**src/rtl/axis_accumulator_mc_pkg.sv**
```systemverilog
// Shared constants and arithmetic helpers for the multi-channel AXI4-Stream accumulator.
// Helpers work on a 64-bit scratch word. Callers pass the real widths and truncate the result.
// Supported widths: M_AXIS_TDATA_WIDTH must be below 64.
package axis_accumulator_mc_pkg;

  localparam string       StrTrue  = "TRUE";
  localparam int unsigned MaxWidth = 64;

  typedef logic [MaxWidth-1:0] word_t;

  // Extend the low w bits of s: sign-extend when sgn is set, otherwise zero-extend.
  function automatic word_t ext_sample(input word_t s, input int unsigned w, input bit sgn);
    word_t r;
    logic  fill;
    fill = sgn & s[6'(w - 1)];
    for (int unsigned i = 0; i < MaxWidth; i++) begin
      r[i] = (i < w) ? s[i] : fill;
    end
    return r;
  endfunction

  // Overflow of a w-bit add. The inputs must already be extended with ext_sample().
  function automatic logic add_overflow(input word_t a, input word_t b, input int unsigned w,
                                        input bit sgn);
    word_t sum;
    sum = a + b;
    if (sgn) begin
      return (a[6'(w - 1)] == b[6'(w - 1)]) && (sum[6'(w - 1)] != a[6'(w - 1)]);
    end
    return sum[6'(w)];
  endfunction

  // w-bit add. With sat_en set, clamp to the representable range instead of wrapping.
  function automatic word_t sat_add(input word_t a, input word_t b, input int unsigned w,
                                    input bit sgn, input bit sat_en);
    word_t sum;
    word_t lim;
    sum = a + b;
    // Signed overflow only happens with equal operand signs; a's sign picks min or max.
    for (int unsigned i = 0; i < MaxWidth; i++) begin
      if (i >= w)          lim[i] = 1'b0;
      else if (!sgn)       lim[i] = 1'b1;
      else if (i == w - 1) lim[i] = a[6'(w - 1)];
      else                 lim[i] = ~a[6'(w - 1)];
    end
    return (sat_en && add_overflow(a, b, w, sgn)) ? lim : sum;
  endfunction

endpackage

```
**src/rtl/axis_accumulator_mc_bank.sv**
```systemverilog
// Output holding bank and drain sequencer for axis_accumulator_mc.
// A completed block is loaded in one cycle. The bank then drains one channel per m_axis beat,
// and asserts tlast on the last channel.
// Ports: clk/rst (sync, active-high), load/load_data (completed sums), busy (bank holds an
//        undrained burst), m_axis_tready/tdata/tvalid/tlast (result stream).
module axis_accumulator_mc_bank
  import axis_accumulator_mc_pkg::*;
#(
  parameter int unsigned CHANNELS   = 4,
  parameter int unsigned DATA_WIDTH = 32
) (
  input  logic                                 clk,
  input  logic                                 rst,
  input  logic                                 load,
  input  logic [CHANNELS-1:0][DATA_WIDTH-1:0]  load_data,
  output logic                                 busy,
  input  logic                                 m_axis_tready,
  output logic [DATA_WIDTH-1:0]                m_axis_tdata,
  output logic                                 m_axis_tvalid,
  output logic                                 m_axis_tlast
);

  localparam int unsigned IdxW    = (CHANNELS > 1) ? $clog2(CHANNELS) : 1;
  localparam logic [IdxW-1:0] LastIdx = IdxW'(CHANNELS - 1);

  logic [CHANNELS-1:0][DATA_WIDTH-1:0] bank_q;
  logic [IdxW-1:0]                     idx_q;
  logic                                busy_q;

  // The upstream stall guarantees load never coincides with a busy bank.
  always_ff @(posedge clk) begin
    if (rst) begin
      bank_q <= '0;
      idx_q  <= '0;
      busy_q <= 1'b0;
    end else if (load) begin
      bank_q <= load_data;
      idx_q  <= '0;
      busy_q <= 1'b1;
    end else if (busy_q && m_axis_tready) begin
      if (idx_q == LastIdx) begin
        idx_q  <= '0;
        busy_q <= 1'b0;
      end else begin
        idx_q <= idx_q + 1'b1;
      end
    end
  end

  always_comb begin
    busy          = busy_q;
    m_axis_tvalid = busy_q;
    m_axis_tdata  = bank_q[idx_q];
    m_axis_tlast  = busy_q && (idx_q == LastIdx);
  end

endmodule

```
**src/rtl/axis_accumulator_mc.sv**
```systemverilog
// Multi-channel AXI4-Stream block accumulator.
// Input samples arrive channel-interleaved. Each channel is summed over cfg_data frames
// (0 counts as 1), and the result goes out as one CHANNELS-word burst with tlast on the last
// channel. A holding bank lets the next block accumulate while the previous burst drains.
// Optional: define AXIS_ACCUMULATOR_MC_SAT_EN for saturating adds and a sticky sts_overflow port.
// Ports: aclk, areset (sync, active-high), cfg_data (frames per block), sts_data (completed
//        blocks), s_axis_* (sample input), m_axis_* (result output), sts_overflow (optional).
// Constraints: M_AXIS_TDATA_WIDTH must be >= S_AXIS_TDATA_WIDTH and < 64.
module axis_accumulator_mc
  import axis_accumulator_mc_pkg::*;
#(
  parameter int unsigned S_AXIS_TDATA_WIDTH = 16,
  parameter int unsigned M_AXIS_TDATA_WIDTH = 32,
  parameter int unsigned CNTR_WIDTH         = 16,
  parameter int unsigned CHANNELS           = 4,
  parameter string       AXIS_TDATA_SIGNED  = "FALSE",
  parameter string       CONTINUOUS         = "FALSE"
) (
  input  logic                          aclk,
  input  logic                          areset,
  input  logic [CNTR_WIDTH-1:0]         cfg_data,
  output logic [31:0]                   sts_data,
  output logic                          s_axis_tready,
  input  logic [S_AXIS_TDATA_WIDTH-1:0] s_axis_tdata,
  input  logic                          s_axis_tvalid,
  input  logic                          m_axis_tready,
  output logic [M_AXIS_TDATA_WIDTH-1:0] m_axis_tdata,
  output logic                          m_axis_tvalid,
  output logic                          m_axis_tlast
`ifdef AXIS_ACCUMULATOR_MC_SAT_EN
  ,
  output logic                          sts_overflow
`endif
);

  localparam bit Signed     = (AXIS_TDATA_SIGNED == StrTrue);
  localparam bit Continuous = (CONTINUOUS == StrTrue);
`ifdef AXIS_ACCUMULATOR_MC_SAT_EN
  localparam bit SatEn = 1'b1;
`else
  localparam bit SatEn = 1'b0;
`endif
  localparam int unsigned ChW    = (CHANNELS > 1) ? $clog2(CHANNELS) : 1;
  localparam logic [ChW-1:0] LastCh = ChW'(CHANNELS - 1);

  logic                                        run_q, done_q;
  logic [ChW-1:0]                              chan_q;
  logic [CNTR_WIDTH-1:0]                       frame_q, cfg_q, cfg_eff;
  logic [M_AXIS_TDATA_WIDTH-1:0]               acc_q [CHANNELS];
  logic [31:0]                                 sts_q;
  logic                                        first_pos, last_pos, bank_busy, accept, complete;
  word_t                                       acc_w, samp_w;
  logic [M_AXIS_TDATA_WIDTH-1:0]               samp_ext, acc_sum, new_val;
  logic [CHANNELS-1:0][M_AXIS_TDATA_WIDTH-1:0] load_data;

  always_comb begin
    first_pos = (frame_q == '0) && (chan_q == '0);
    // The block length comes from cfg_data at the first sample and from cfg_q after that.
    // This lets a 1-frame block complete on its very first accept.
    cfg_eff   = first_pos ? ((cfg_data == '0) ? CNTR_WIDTH'(1) : cfg_data) : cfg_q;
    last_pos  = (frame_q == cfg_eff - CNTR_WIDTH'(1)) && (chan_q == LastCh);
    s_axis_tready = run_q & ~(last_pos & bank_busy);
    accept    = s_axis_tvalid & s_axis_tready;
    complete  = accept & last_pos;

    acc_w    = ext_sample(word_t'(acc_q[chan_q]), M_AXIS_TDATA_WIDTH, Signed);
    samp_w   = ext_sample(word_t'(s_axis_tdata), S_AXIS_TDATA_WIDTH, Signed);
    samp_ext = M_AXIS_TDATA_WIDTH'(samp_w);
    acc_sum  = M_AXIS_TDATA_WIDTH'(sat_add(acc_w, samp_w, M_AXIS_TDATA_WIDTH, Signed, SatEn));
    // Frame 0 overwrites the channel sum, so no clear cycle is needed between blocks.
    new_val  = (frame_q == '0) ? samp_ext : acc_sum;

    for (int unsigned i = 0; i < CHANNELS; i++) begin
      load_data[i] = acc_q[i];
    end
    // The last channel's sum is still in flight on the completing accept.
    load_data[CHANNELS-1] = new_val;
  end

  always_ff @(posedge aclk) begin
    if (areset) begin
      run_q   <= 1'b0;
      done_q  <= 1'b0;
      chan_q  <= '0;
      frame_q <= '0;
      cfg_q   <= '0;
      sts_q   <= '0;
      for (int unsigned i = 0; i < CHANNELS; i++) begin
        acc_q[i] <= '0;
      end
    end else begin
      if (complete && !Continuous) begin
        run_q  <= 1'b0;
        done_q <= 1'b1;
      end else if (!done_q) begin
        run_q <= 1'b1;
      end
      if (accept) begin
        acc_q[chan_q] <= new_val;
        if (first_pos) cfg_q <= cfg_eff;
        if (complete) begin
          chan_q  <= '0;
          frame_q <= '0;
          sts_q   <= sts_q + 32'd1;
        end else if (chan_q == LastCh) begin
          chan_q  <= '0;
          frame_q <= frame_q + 1'b1;
        end else begin
          chan_q <= chan_q + 1'b1;
        end
      end
    end
  end

  assign sts_data = sts_q;

`ifdef AXIS_ACCUMULATOR_MC_SAT_EN
  logic ovf_q, add_ovf;

  always_comb begin
    add_ovf = add_overflow(acc_w, samp_w, M_AXIS_TDATA_WIDTH, Signed);
  end

  // Frame 0 loads without adding, so only later frames can saturate.
  always_ff @(posedge aclk) begin
    if (areset) begin
      ovf_q <= 1'b0;
    end else if (accept && (frame_q != '0) && add_ovf) begin
      ovf_q <= 1'b1;
    end
  end

  assign sts_overflow = ovf_q;
`endif

  axis_accumulator_mc_bank #(
    .CHANNELS   (CHANNELS),
    .DATA_WIDTH (M_AXIS_TDATA_WIDTH)
  ) u_bank (
    .clk           (aclk),
    .rst           (areset),
    .load          (complete),
    .load_data     (load_data),
    .busy          (bank_busy),
    .m_axis_tready (m_axis_tready),
    .m_axis_tdata  (m_axis_tdata),
    .m_axis_tvalid (m_axis_tvalid),
    .m_axis_tlast  (m_axis_tlast)
  );

endmodule

```
**config.mk**
```make
export PLATFORM = sky130hd
export DESIGN_NAME = axis_accumulator_mc
export DESIGN_NICKNAME = d
export VERILOG_FILES = /design/src/rtl/axis_accumulator_mc_pkg.sv /design/src/rtl/axis_accumulator_mc_bank.sv /design/src/rtl/axis_accumulator_mc.sv
export SDC_FILE = /design/constraint.sdc
export NUM_CORES = 1
export LEC_CHECK = 0
export ABC_AREA = 1
export BUFFER_PORTS_ARGS = -buffer_cell sky130_fd_sc_hd__buf_2
export CAP_MARGIN = 25
export CORE_AREA = 4 4 180 182
export DETAILED_ROUTE_END_ITERATION = 7
export DIE_AREA = 0 0 184 186
export PLACE_DENSITY = 0.75
export SYNTH_ARGS = -nofsm -noshare
export SYNTH_HDL_FRONTEND = slang
export SYNTH_SLANG_ARGS = --single-unit
```
**constraint.sdc**
```tcl
create_clock -name aclk -period 4.3 [get_ports aclk]
set_input_delay 0.86 -clock aclk [delete_from_list [all_inputs] [get_ports aclk]]
set_output_delay 0.86 -clock aclk [all_outputs]
set_load 0.03 [all_outputs]
```
==> flow_metrics.py <==
metrics = {
    "clock_network": {
        "hold_buffers": 0,
        "path_clk_slew_ns": 0.06,
        "htree_levels": 2,
        "clk-insertion-delay-late_ns": 0.52,
        "numCtsBuffers": 36,
        "ctsLongestPathBuffers": 3,
        "clock-sinks": 329,
        "cts_root_buffer": "clkbuf_16",
        "cts_tree": "done",
    },
    "placed_design": {
        "hpwl_mm": 30.03,
        "port_buffers": 102,
        "place_congestion": 0.9111,
    },
    "setup_path": {
        "cpMostUsedCell": "nand2_1",
        "cp_num_buf_inv": 5,
        "criticalPathCategory": "reg2out",
        "cp_max_fo": 7,
        "cpPeakStageDelay_ns": 0.41,
        "crit_path_start_kind": "flip-flop",
        "r2r_cells": 17,
        "cp.required_ns": 3.44,
        "r2r_slack_ns": 0.38,
        "crit_path_top_delay_cell": "ha_1",
        "endpoint_kind": "output pin",
        "crit_chain": "inv_1 -> ha_1 -> nand3_4 -> nand2_4 -> nand2_4 -> ha_4 -> xnor2_2 -> inv_1 -> nand2_1 -> nand2_1 -> inv_2 -> nand3_2 -> nor2_1 -> nand2_1 -> nor2_2 -> nand2_1 -> nor2_2 -> nand3_2 -> nand2_2 -> inv_2 -> buf_6",
        "worst_ep_arrival_time_ns": 3.37,
        "r2r_end": "acc_q[3][19]",
        "crit_family": "simple AND/OR/NAND/NOR gates",
    },
    "sta": {
        "final_max_slew_viol_count": 0,
        "finalSetupViolations": 0,
        "tightest_slew_ns": 0.9186,
        "finalCritPeriodShare_pct": 98.45,
        "relSlewSlack_pct": 38.61,
        "finalHoldViolCount": 0,
        "hold_ws_ns": 0.4338,
        "skew_ns": 0.02335,
        "fin_crit_ns": 4.233,
        "grt_setup_unrepaired": "yes",
        "fmax_mhz": 236.2,
    },
    "global_routing": {
        "grt_first_pass_wirelength_mm": 72.52,
        "grt_pass1_vias": 14620,
        "antenna_found_initial": 3,
        "grt_max_degree": 80,
        "track_usage_pct": 26.01,
        "grt_overflow": 0,
    },
    "drt": {
        "routed_wl_mm": 45.21,
        "antenna_left": 0,
        "via_per_inst": 5.526,
        "first_pass_iters": 7,
        "first_iter_violations": 1320,
        "vias": 15250,
        "drc": 0,
        "routedWlPerCell_um": 16.38,
    },
    "logic_synthesis": {
        "syn-num-nets": 2294,
        "ys_seq_area_share_pct": 47.20,
        "netlist_area_sq_um": 16670,
        "synth_top_area_cell": "dfxtp_1",
        "netlist_instances": 2233,
        "synth_top_area_share_pct": 24.14,
        "synth_seq_cells": 329,
        "syn_avg_cell_area_sq_um": 7.465,
        "synth.distinct_cells": 46,
        "synth.area.top_cells": "dfxtp_1 24%, edfxtp_1 23%, nand2_1 13%, nor2_1 9.1%, o21ai_0 5.8%",
        "ys_warn_count": 0,
    },
    "pwr": {
        "intPower_mw": 5.368,
        "power_density_nw_per_um2": 377.8,
        "pwr-share-seq_pct": 46.5,
        "netSwitchingFraction_pct": 25.25,
        "ir_drop_v": 0.0003507,
        "p_sw_mw": 1.813,
        "combinationalPowerShare_pct": 11.2,
        "power_mw": 7.182,
        "clockPowerShare_pct": 42.3,
        "leakagePower_nw": 8.225,
    },
    "run": {
        "maxCapViolCount": 0,
    },
    "cells_and_area": {
        "area_growth_syn_to_layout_pct": 14.03,
        "drive_gt1_share_pct": 13.37,
        "fin_nets": 2398,
        "diodes": 0,
    },
    "die": {
        "fp.dieW_um": 184,
        "io_pins": 103,
        "num_rows": 64,
        "dieArea_sq_um": 34220,
        "start_util_pct": 54.50,
        "core_sq_um": 30590,
        "die_h_um": 186,
    },
    "worst_hold_path": {
        "min_from": "done_q",
        "hold_path_class": "reg2reg",
        "min_path_cells": 1,
        "holdPathEnd": "run_q",
    },
    "outcome": {
        "status": "finished, final reports clean",
    },
}
through the flow:
step | setup slack, ns | TNS (ns) | util (%) | instances | cell area, sq um
2_1_floorplan | 0.1045 | 0 | - | 2233 | 16670
3_3_place_gp | 0.1894 | 0 | 57.46 | 2682 | 17580
3_5_place_dp | 0.1768 | 0 | 57.46 | 2682 | 17580
4_1_cts | 0.01816 | 0 | 61.63 | 2752 | 18850
5_1_grt | -0.1531 | -0.1531 | 62.14 | 2760 | 19010
6_report | 0.06681 | 0 | 62.14 | 2760 | 19010
logic make-up (layout without fill, tap and decap cells):
| kind of cell | Yosys count | after routing | synth area share [%] |
|---|---|---|---|
| xor gates and xnor gates | 21 | 21 | 1.103 |
| AOI/OAI and AO/OA | 392 | 392 | 12.93 |
| muxes | 1 | 1 | 0.06005 |
| DFF | 329 | 329 | 47.20 |
| and+or+nand+nor | 1167 | 1167 | 28.87 |
| buffers and inverters | 298 | 429 | 7.919 |
| adders and majority gates | 25 | 25 | 1.922 |
power by group through the flow:
stage,clock (mW),sequential [mW],combinational [mW]
after floorplan,0,3.40,0.537
after CTS,3.08,3.34,0.770
after detailed placement,0,3.41,0.746
after global routing,3.21,3.35,0.887
final,3.04,3.34,0.802
after global placement,0,3.40,0.735
worst reg2reg max path, delay by kind of cell, from the launching register on:
family,cells,cell delay [ns]
flip-flops,1,0.32
AO/OA/AOI/OAI,9,2.03
buffers and inverters,4,0.68
AND/OR/NAND/NOR,3,0.25
adder cells (fa/ha/maj),1,0.36
routing by layer:
metal  part of all wire (%)  track usage [%]
met5                  0.095                0
met4                    2.5            8.429
met3                    8.5            4.827
met2                     47            44.07
met1                     42            33.88
what timing repair did:
item / in CTS / in global routing
cloned: 0 / 1
pin swaps: 3 / 14
setup endpoints to repair: 1 / 51
resized for setup: 17 / 33
setup buffers: 5 / 7
state kept, by name, indices dropped and copies added, names as in the netlist, named ones only:
register and cells:
chan_q 2, sts_data 32, acc_q 128, run_q 1
done_q 1, frame_q 16, u_bank.bank_q 128, cfg_q 16
u_bank.busy 1, u_bank.idx_q 2
worst max path at each step:
stage | end | slack [ns] | cells after the start | startpoint
finish | s_axis_tready | 0.07 | 21 | chan_q[1]
detailed placement | acc_q[1][30] | 0.18 | 19 | s_axis_tdata[0]
floorplan | acc_q[0][30] | 0.10 | 25 | flip-flop
CTS | s_axis_tready | 0.02 | 25 | frame_q[1]
global placement | acc_q[2][30] | 0.19 | 19 | s_axis_tdata[0]
global route | s_axis_tready | -0.15 | 25 | frame_q[1]
layout by cell type (no fill, tap or decap), drive strengths merged, types with 39 or more instances in the layout:
master and n:
edfxtp 128, nand2 598, buf 166, dfxtp 201
inv 194, o22ai 39, nand3 80, clkbuf 51
nor2 417, o21ai 245, a21oi 85
final cells by class:
type	count	area [sq um]
sequential	329	7874
tap	396	495.5
timing repair buffer	167	1129
clock inverter	15	147.6
multi-input combinational	1606	7596
inverter	197	743.2
fill	2687	11580
clock buffer	50	1023
cells in the mapped netlist (all sizes together):
master,count
nor3b,1
o21ai,245
a32oi,10
o21a,1
or2,1
nand4,32
inv,195
a21oi,85
ha,24
o21bai,4
mux2i,1
nand3b,3
nor3,32
and3b,1
a21boi,3
nand3,80
dfxtp,201
nor4,2
clkinv,2
nand2,598
clkbuf,49
a21o,1
buf,52
nor2,417
a211oi,1
xor2,14
fa,1
a31oi,3
edfxtp,128
o22ai,39
xnor2,7
(Power assumes the default switching activity.)
